==> src/rtl/fir_cfg_ctrl.sv <==
// AXI-Lite configuration/sequencing controller for the FIR engine: ap_ctrl, data_length, tap-RAM arbitration.
// Optional build macro FIR_CFG_CYCLE_CNT_EN adds a read-only run-cycle counter at 0x14.
module fir_cfg_ctrl #(
   parameter int pADDR_WIDTH = 12,
   parameter int pDATA_WIDTH = 32,
   parameter int Tape_Num    = 11
) (
   input  logic                   axis_clk,
   input  logic                   axis_rst_n,
   input  logic                   awvalid,
   output logic                   awready,
   input  logic [pADDR_WIDTH-1:0] awaddr,
   input  logic                   wvalid,
   output logic                   wready,
   input  logic [pDATA_WIDTH-1:0] wdata,
   input  logic                   arvalid,
   output logic                   arready,
   input  logic [pADDR_WIDTH-1:0] araddr,
   output logic                   rvalid,
   input  logic                   rready,
   output logic [pDATA_WIDTH-1:0] rdata,
   output logic [3:0]             tap_WE,
   output logic                   tap_EN,
   output logic [pDATA_WIDTH-1:0] tap_Di,
   output logic [pADDR_WIDTH-1:0] tap_A,
   input  logic [pDATA_WIDTH-1:0] tap_Do,
   input  logic                   eng_tap_en,
   input  logic [3:0]             eng_tap_idx,
   output logic                   ap_start,
   input  logic                   eng_first,
   input  logic                   eng_last,
   output logic [31:0]            data_length
);

   localparam logic [pADDR_WIDTH-1:0] ADDR_CTRL = pADDR_WIDTH'(32'h00);
   localparam logic [pADDR_WIDTH-1:0] ADDR_LEN  = pADDR_WIDTH'(32'h10);
   localparam logic [pADDR_WIDTH-1:0] TAP_BASE  = pADDR_WIDTH'(32'h20);
   localparam logic [pADDR_WIDTH-1:0] TAP_LAST  = pADDR_WIDTH'(32'h20 + 4 * (Tape_Num - 1));
`ifdef FIR_CFG_CYCLE_CNT_EN
   localparam logic [pADDR_WIDTH-1:0] ADDR_CNT  = pADDR_WIDTH'(32'h14);
`endif

   typedef enum logic [1:0] {R_IDLE, R_ADDR, R_DATA} rd_state_t;
   typedef enum logic [1:0] {C_IDLE, C_START, C_RUN} ctl_state_t;

   function automatic logic is_tap(input logic [pADDR_WIDTH-1:0] a);
      return (a >= TAP_BASE) && (a <= TAP_LAST) && (a[1:0] == 2'b00);
   endfunction

   rd_state_t                rd_state, rd_next;
   ctl_state_t               ctl_state, ctl_next;
   logic                     wr_ack;
   logic                     wr_start;
   logic [pADDR_WIDTH-1:0]   wa_q;
   logic [pDATA_WIDTH-1:0]   wd_q;
   logic [pADDR_WIDTH-1:0]   ra_q;
   logic                     rd_start;
   logic                     rd_tap_ok;
   logic                     rvalid_q;
   logic [pDATA_WIDTH-1:0]   rdata_q;
   logic [pDATA_WIDTH-1:0]   rd_mux;
   logic                     rd_done;
   logic                     ap_idle;
   logic                     ap_done;
   logic                     start_acc;

   // ---------------- write channel ----------------
   assign wr_start = awvalid & wvalid & ~wr_ack;
   assign awready  = wr_ack;
   assign wready   = wr_ack;

   always_ff @(posedge axis_clk or negedge axis_rst_n) begin
      if (!axis_rst_n) begin
         wr_ack <= 1'b0;
         wa_q   <= '0;
         wd_q   <= '0;
      end else begin
         wr_ack <= wr_start;
         if (wr_start) begin
            wa_q <= awaddr;
            wd_q <= wdata;
         end
      end
   end

   always_ff @(posedge axis_clk or negedge axis_rst_n) begin
      if (!axis_rst_n)
         data_length <= '0;
      else if (wr_ack && (wa_q == ADDR_LEN) && ap_idle)
         data_length <= 32'(wd_q);
   end

   // ---------------- read FSM ----------------
   // A pending write handshake blocks read start, so host tap read and write never share a cycle.
   assign rd_start = (rd_state == R_IDLE) & arvalid & ~(awvalid & wvalid);

   always_ff @(posedge axis_clk or negedge axis_rst_n) begin
      if (!axis_rst_n) rd_state <= R_IDLE;
      else             rd_state <= rd_next;
   end

   always_comb begin
      rd_next = rd_state;
      arready = 1'b0;
      case (rd_state)
         R_IDLE: if (rd_start) rd_next = R_ADDR;
         R_ADDR: begin
            arready = 1'b1;
            rd_next = R_DATA;
         end
         R_DATA: if (rvalid_q && rready) rd_next = R_IDLE;
         default: rd_next = R_IDLE;
      endcase
   end

`ifdef FIR_CFG_CYCLE_CNT_EN
   logic [31:0] cyc_cnt;

   always_ff @(posedge axis_clk or negedge axis_rst_n) begin
      if (!axis_rst_n)
         cyc_cnt <= '0;
      else if (start_acc)
         cyc_cnt <= '0;
      else if (!ap_idle && (cyc_cnt != '1))
         cyc_cnt <= cyc_cnt + 32'd1;
   end
`endif

   always_comb begin
      rd_mux = '0;
      if (ra_q == ADDR_CTRL)
         rd_mux = pDATA_WIDTH'({ap_idle, ap_done, ap_start});
      else if (ra_q == ADDR_LEN)
         rd_mux = pDATA_WIDTH'(data_length);
`ifdef FIR_CFG_CYCLE_CNT_EN
      else if (ra_q == ADDR_CNT)
         rd_mux = pDATA_WIDTH'(cyc_cnt);
`endif
      else if (is_tap(ra_q))
         rd_mux = rd_tap_ok ? tap_Do : '1;
   end

   // First R_DATA cycle captures the registered RAM output; rvalid rises one cycle later.
   always_ff @(posedge axis_clk or negedge axis_rst_n) begin
      if (!axis_rst_n) begin
         ra_q      <= '0;
         rd_tap_ok <= 1'b0;
         rvalid_q  <= 1'b0;
         rdata_q   <= '0;
      end else begin
         if (rd_start) ra_q <= araddr;
         if (rd_state == R_ADDR) rd_tap_ok <= ap_idle;
         if (rd_state == R_DATA) begin
            if (!rvalid_q) begin
               rvalid_q <= 1'b1;
               rdata_q  <= rd_mux;
            end else if (rready) begin
               rvalid_q <= 1'b0;
            end
         end
      end
   end

   assign rvalid  = rvalid_q;
   assign rdata   = rdata_q;
   assign rd_done = rvalid_q & rready & (ra_q == ADDR_CTRL);

   // ---------------- control FSM ----------------
   assign start_acc = wr_ack & (wa_q == ADDR_CTRL) & wd_q[0] & (ctl_state == C_IDLE);

   always_ff @(posedge axis_clk or negedge axis_rst_n) begin
      if (!axis_rst_n) ctl_state <= C_IDLE;
      else             ctl_state <= ctl_next;
   end

   always_comb begin
      ctl_next = ctl_state;
      ap_start = 1'b0;
      ap_idle  = 1'b0;
      case (ctl_state)
         C_IDLE: begin
            ap_idle = 1'b1;
            if (start_acc) ctl_next = C_START;
         end
         C_START: begin
            ap_start = 1'b1;
            if (eng_first) ctl_next = C_RUN;
         end
         C_RUN: if (eng_last) ctl_next = C_IDLE;
         default: ctl_next = C_IDLE;
      endcase
   end

   // Completion set takes priority over the clear-on-read of 0x00.
   always_ff @(posedge axis_clk or negedge axis_rst_n) begin
      if (!axis_rst_n)
         ap_done <= 1'b0;
      else if (start_acc)
         ap_done <= 1'b0;
      else if ((ctl_state == C_RUN) && eng_last)
         ap_done <= 1'b1;
      else if (rd_done)
         ap_done <= 1'b0;
   end

   // ---------------- tap RAM arbitration ----------------
   always_comb begin
      tap_WE = 4'h0;
      tap_EN = 1'b0;
      tap_Di = '0;
      tap_A  = '0;
      if (!ap_idle) begin
         tap_EN = eng_tap_en;
         tap_A  = pADDR_WIDTH'({eng_tap_idx, 2'b00});
      end else if (wr_ack && is_tap(wa_q)) begin
         tap_EN = 1'b1;
         tap_WE = 4'hF;
         tap_A  = wa_q - TAP_BASE;
         tap_Di = wd_q;
      end else if ((rd_state == R_ADDR) && is_tap(ra_q)) begin
         tap_EN = 1'b1;
         tap_A  = ra_q - TAP_BASE;
      end
   end

endmodule

==> config.mk <==
export PLATFORM = sky130hd
export DESIGN_NAME = fir_cfg_ctrl
export DESIGN_NICKNAME = d
export VERILOG_FILES = /design/src/rtl/fir_cfg_ctrl.sv
export SDC_FILE = /design/constraint.sdc
export NUM_CORES = 1
export LEC_CHECK = 0
export ABC_AREA = 1
export CAP_MARGIN = 15
export CORE_MARGIN = 2
export CORE_UTILIZATION = 49
export CTS_CLUSTER_DIAMETER = 150
export DETAILED_ROUTE_END_ITERATION = 16
export PLACE_DENSITY = 0.88
export RECOVER_POWER = 25
export SKIP_LAST_GASP = 1
export SYNTH_ARGS = -nofsm -noshare
export SYNTH_HDL_FRONTEND = slang
export SYNTH_SLANG_ARGS = --single-unit
export TNS_END_PERCENT = 1
==> constraint.sdc <==
create_clock -name axis_clk -period 2.95 [get_ports axis_clk]
set_clock_uncertainty 0.05 [all_clocks]
set_input_delay 0.4425 -clock axis_clk [delete_from_list [all_inputs] [get_ports axis_clk]]
set_output_delay 0.4425 -clock axis_clk [all_outputs]
set_load 0.03 [all_outputs]
==> results by group <==
Synth
  – Largest area contributor in the netlist: dfrtp_1
  – Synth unique cells: 27
  – Yosys warnings: 0
  – Main area contributors after synthesis: dfrtp_1 (52%), nand2_1 (16%), o21ai_0 (7.7%)
  – Sequential share of the synthesized area: 52.2%
  – Cells after synthesis: 776
  – Synthesized area: 6130 µm²
  – Synthesized area per cell: 7.91 µm²
  – Yosys reg bits: 128
  – Yosys top cell area share: 52.2%

Clock network
  – Clk slew on worst S/H paths: 0.06 ns
  – Clk buf depth: 2
  – TritonCTS Sinks: 128
  – CTS root buf: clkbuf_16
  – CTS tree: yes
  – Total CTS buffers: 17
  – Insertion delay to the later sink of the worst-skew pair: 0.42 ns
  – H-Tree Depth: 4

Critical path
  – Launching point of the worst reg2reg path: ctl_state[1]
  – Slowest CP cell: dfrtp_1
  – Critical path class: reg -> out
  – Crit-path leading delay family: simple AND/OR/NAND/NOR gates
  – Critical Path Max Stage Delay: 0.41 ns
  – Buf/Inv on CP: 5
  – Crit path cell chain: inv_2 > ha_1 > inv_1 > nor2_1 > nand2_1 > nor2_1 > nor2_1 > nor2_2 > buf_6 > nand3_4 > clkbuf_16 > nor2_1 > buf_4
  – Critical Path RT: 2.46 ns
  – Critical path startpoint: wa_q[6]
  – Worst Setup Start Kind: flip-flop
  – Max FO, Critical Path: 16
  – Worst path arrival time: 2.32 ns
  – Crit path capture type: output port
  – Most used cell, CP: nor2_1

Global route
  – Initial antenna violation count: 0
  – Vias in the first global route: 5394
  – Largest net degree at the start of global routing: 88
  – Wire length of the first global-routing pass: 27400 µm
  – Remaining global-route overflow: 0
  – GRT Resource Usage Total: 26.8%

Die
  – Die span in y: 116 µm
  – Initial Util: 50.7%
  – Ports: 219
  – Die area: 13400 µm²
  – Core Area: 12100 µm²
  – Row cnt: 40
  – Die W: 116 µm

Timing
  – Final worst slack: 0.140 ns
  – Final Setup Violations: 0
  – Hold slack: 0.425 ns
  – Post-layout min period: 2.81 ns
  – Fin crit share: 95.3%
  – Slew at the pin closest to its max-slew limit: 1.32 ns
  – RSZ-0062 raised after global routing: true
  – Setup TNS: 0 ns
  – Slew HR: 12.1%
  – Achievable frequency: 356 MHz
  – Final Hold Viols: 0
  – Final Max Slew Viols: 0

Flow run
  – Max-Cap Viols: 0

Finish
  – Layout area overhead: 45.2%
  – Final Util: 73.6%
  – Antenna Cells: 0
  – Nets: 1090
  – Ratio of cells with drive above 1 in the final layout: 13.9%
  – Final Instance Area: 8910 µm²
  – Count of non-filler cells in the finished layout: 1166

Placement
  – Placed inst area: 8260 µm²
  – Final GP Congestion: 0.873
  – Port-buffer cells: 216
  – DP Worst Slack: 0.396 ns
  – Cell count after placement: 1129
  – Post-detail-place hpwl: 12600 µm

Detailed routing
  – Pre-antenna DRT Iters: 5
  – Vias: 5778
  – Wire length per cell: 15.2 µm
  – Post-route ant nets: 0
  – Initial drt markers: 562
  – Via/cell ratio: 4.96
  – Drc violations: 0
  – DRT Wirelength: 17800 µm

Worst hold path
  – Worst hold path class: reg -> reg
  – Beginning of the worst hold path: rdata[8]

Pwr
  – Power per Cell Area: 668 nW/µm²
  – Worst vdd rail ir drop: 0.474 mV
  – Overall power: 5.95 mW
  – Static Leak: 4.29 nW

Status
  – Status: finished, final reports clean
worst reg2reg max path, delay by kind of cell (launching register included):
kind / cells / cell delay [ns]
AOI/OAI and AO/OA: 1 / 0.11
buffers and inverters: 2 / 0.82
DFF: 1 / 0.39
and+or+nand+nor: 4 / 1.03
placed cells by master (no fill, tap or decap), types with 18 or more instances in the layout:
master	n
nand2_1	266
clkdlybuf4s50_1	168
dfrtp_1	128
o21ai_0	94
nor2_1	90
inv_1	69
buf_4	55
o21ai_2	32
nand3_1	20
clkbuf_16	18
cell type report:
| type | instances | area [µm²] |
|---|---|---|
| clock buffers | 20 | 457 |
| multi-input cells | 534 | 2430 |
| inverters | 72 | 275 |
| clock inverters | 12 | 133 |
| repair buffers | 232 | 2200 |
| flip-flops and latches | 128 | 3200 |
| fillers | 923 | 3200 |
| well taps | 168 | 210 |
per-layer routing:
| layer | share of wire [%] | global-route usage [%] | vias to the layer above |
|---|---|---|---|
| met5 | 0 | 0 | - |
| met4 | 1.8 | 8.97 | 0 |
| met3 | 6.5 | 6.49 | 24 |
| met2 | 48 | 41.2 | 218 |
| met1 | 44 | 37.7 | 2699 |
| li1 | - | - | 2837 |
kinds of logic after synthesis:
family / count (synthesis) / share of synthesized area (%)
buffers and inverters: 115 / 8.71
AO/OA/AOI/OAI: 128 / 12.4
flip-flops: 128 / 52.2
other: 1 / 0.0611
AND/OR/NAND/NOR: 396 / 25.2
XOR/XNOR: 4 / 0.571
adder cells (fa/ha/maj): 4 / 0.816
flip-flops by register name (all words and copies together) (netlist names):
name	flops
rdata	32
ap_done	1
ra_q	12
ctl_state	2
awready	1
rvalid	1
wd_q	32
data_length	32
rd_state	2
rd_tap_ok	1
wa_q	12
synthesized netlist by cell type:
cell	instances
or2_2	1
o21ai_2	32
nor2_2	1
xnor2_1	2
buf_1	1
dfrtp_1	128
clkbuf_1	21
clkinv_4	1
a21oi_1	1
nor2_1	96
or3_1	1
inv_2	1
nand4_1	6
nand3_1	20
xor2_1	2
or2_1	1
nand2_1	267
nand3_2	1
buf_6	9
o211ai_1	1
ha_1	4
nor3_1	2
buf_2	6
conb_1	1
inv_1	70
o21ai_0	94
buf_4	6
power by group:
group	internal (mW)	switching [mW]
clock	1.29	0.776
sequential	2.05	0.184
combinational	0.603	1.05
total	3.94	2.01
final timing paths:
path	end	slack (ns)	depth (start not counted)
max	tap_Di[0]	0.14	13
min	rdata[8]	0.43	2
max reg2reg	data_length[17]	0.47	7
min reg2reg	rdata[8]	0.43	2
max in group asynchronous	rdata[11]	0.52	3
min in group asynchronous	wa_q[4]	0.67	2
what timing repair did:
action | in CTS | in global routing
setup endpoints to repair | 1 | 43
setup buffers | 0 | 2
pin swaps | 0 | 1
hold buffers | 1 | 0
resized for setup | 1 | 11
gates cloned | 0 | 1
hold endpoints to repair | 37 | 0
(Power assumes the default switching activity.)
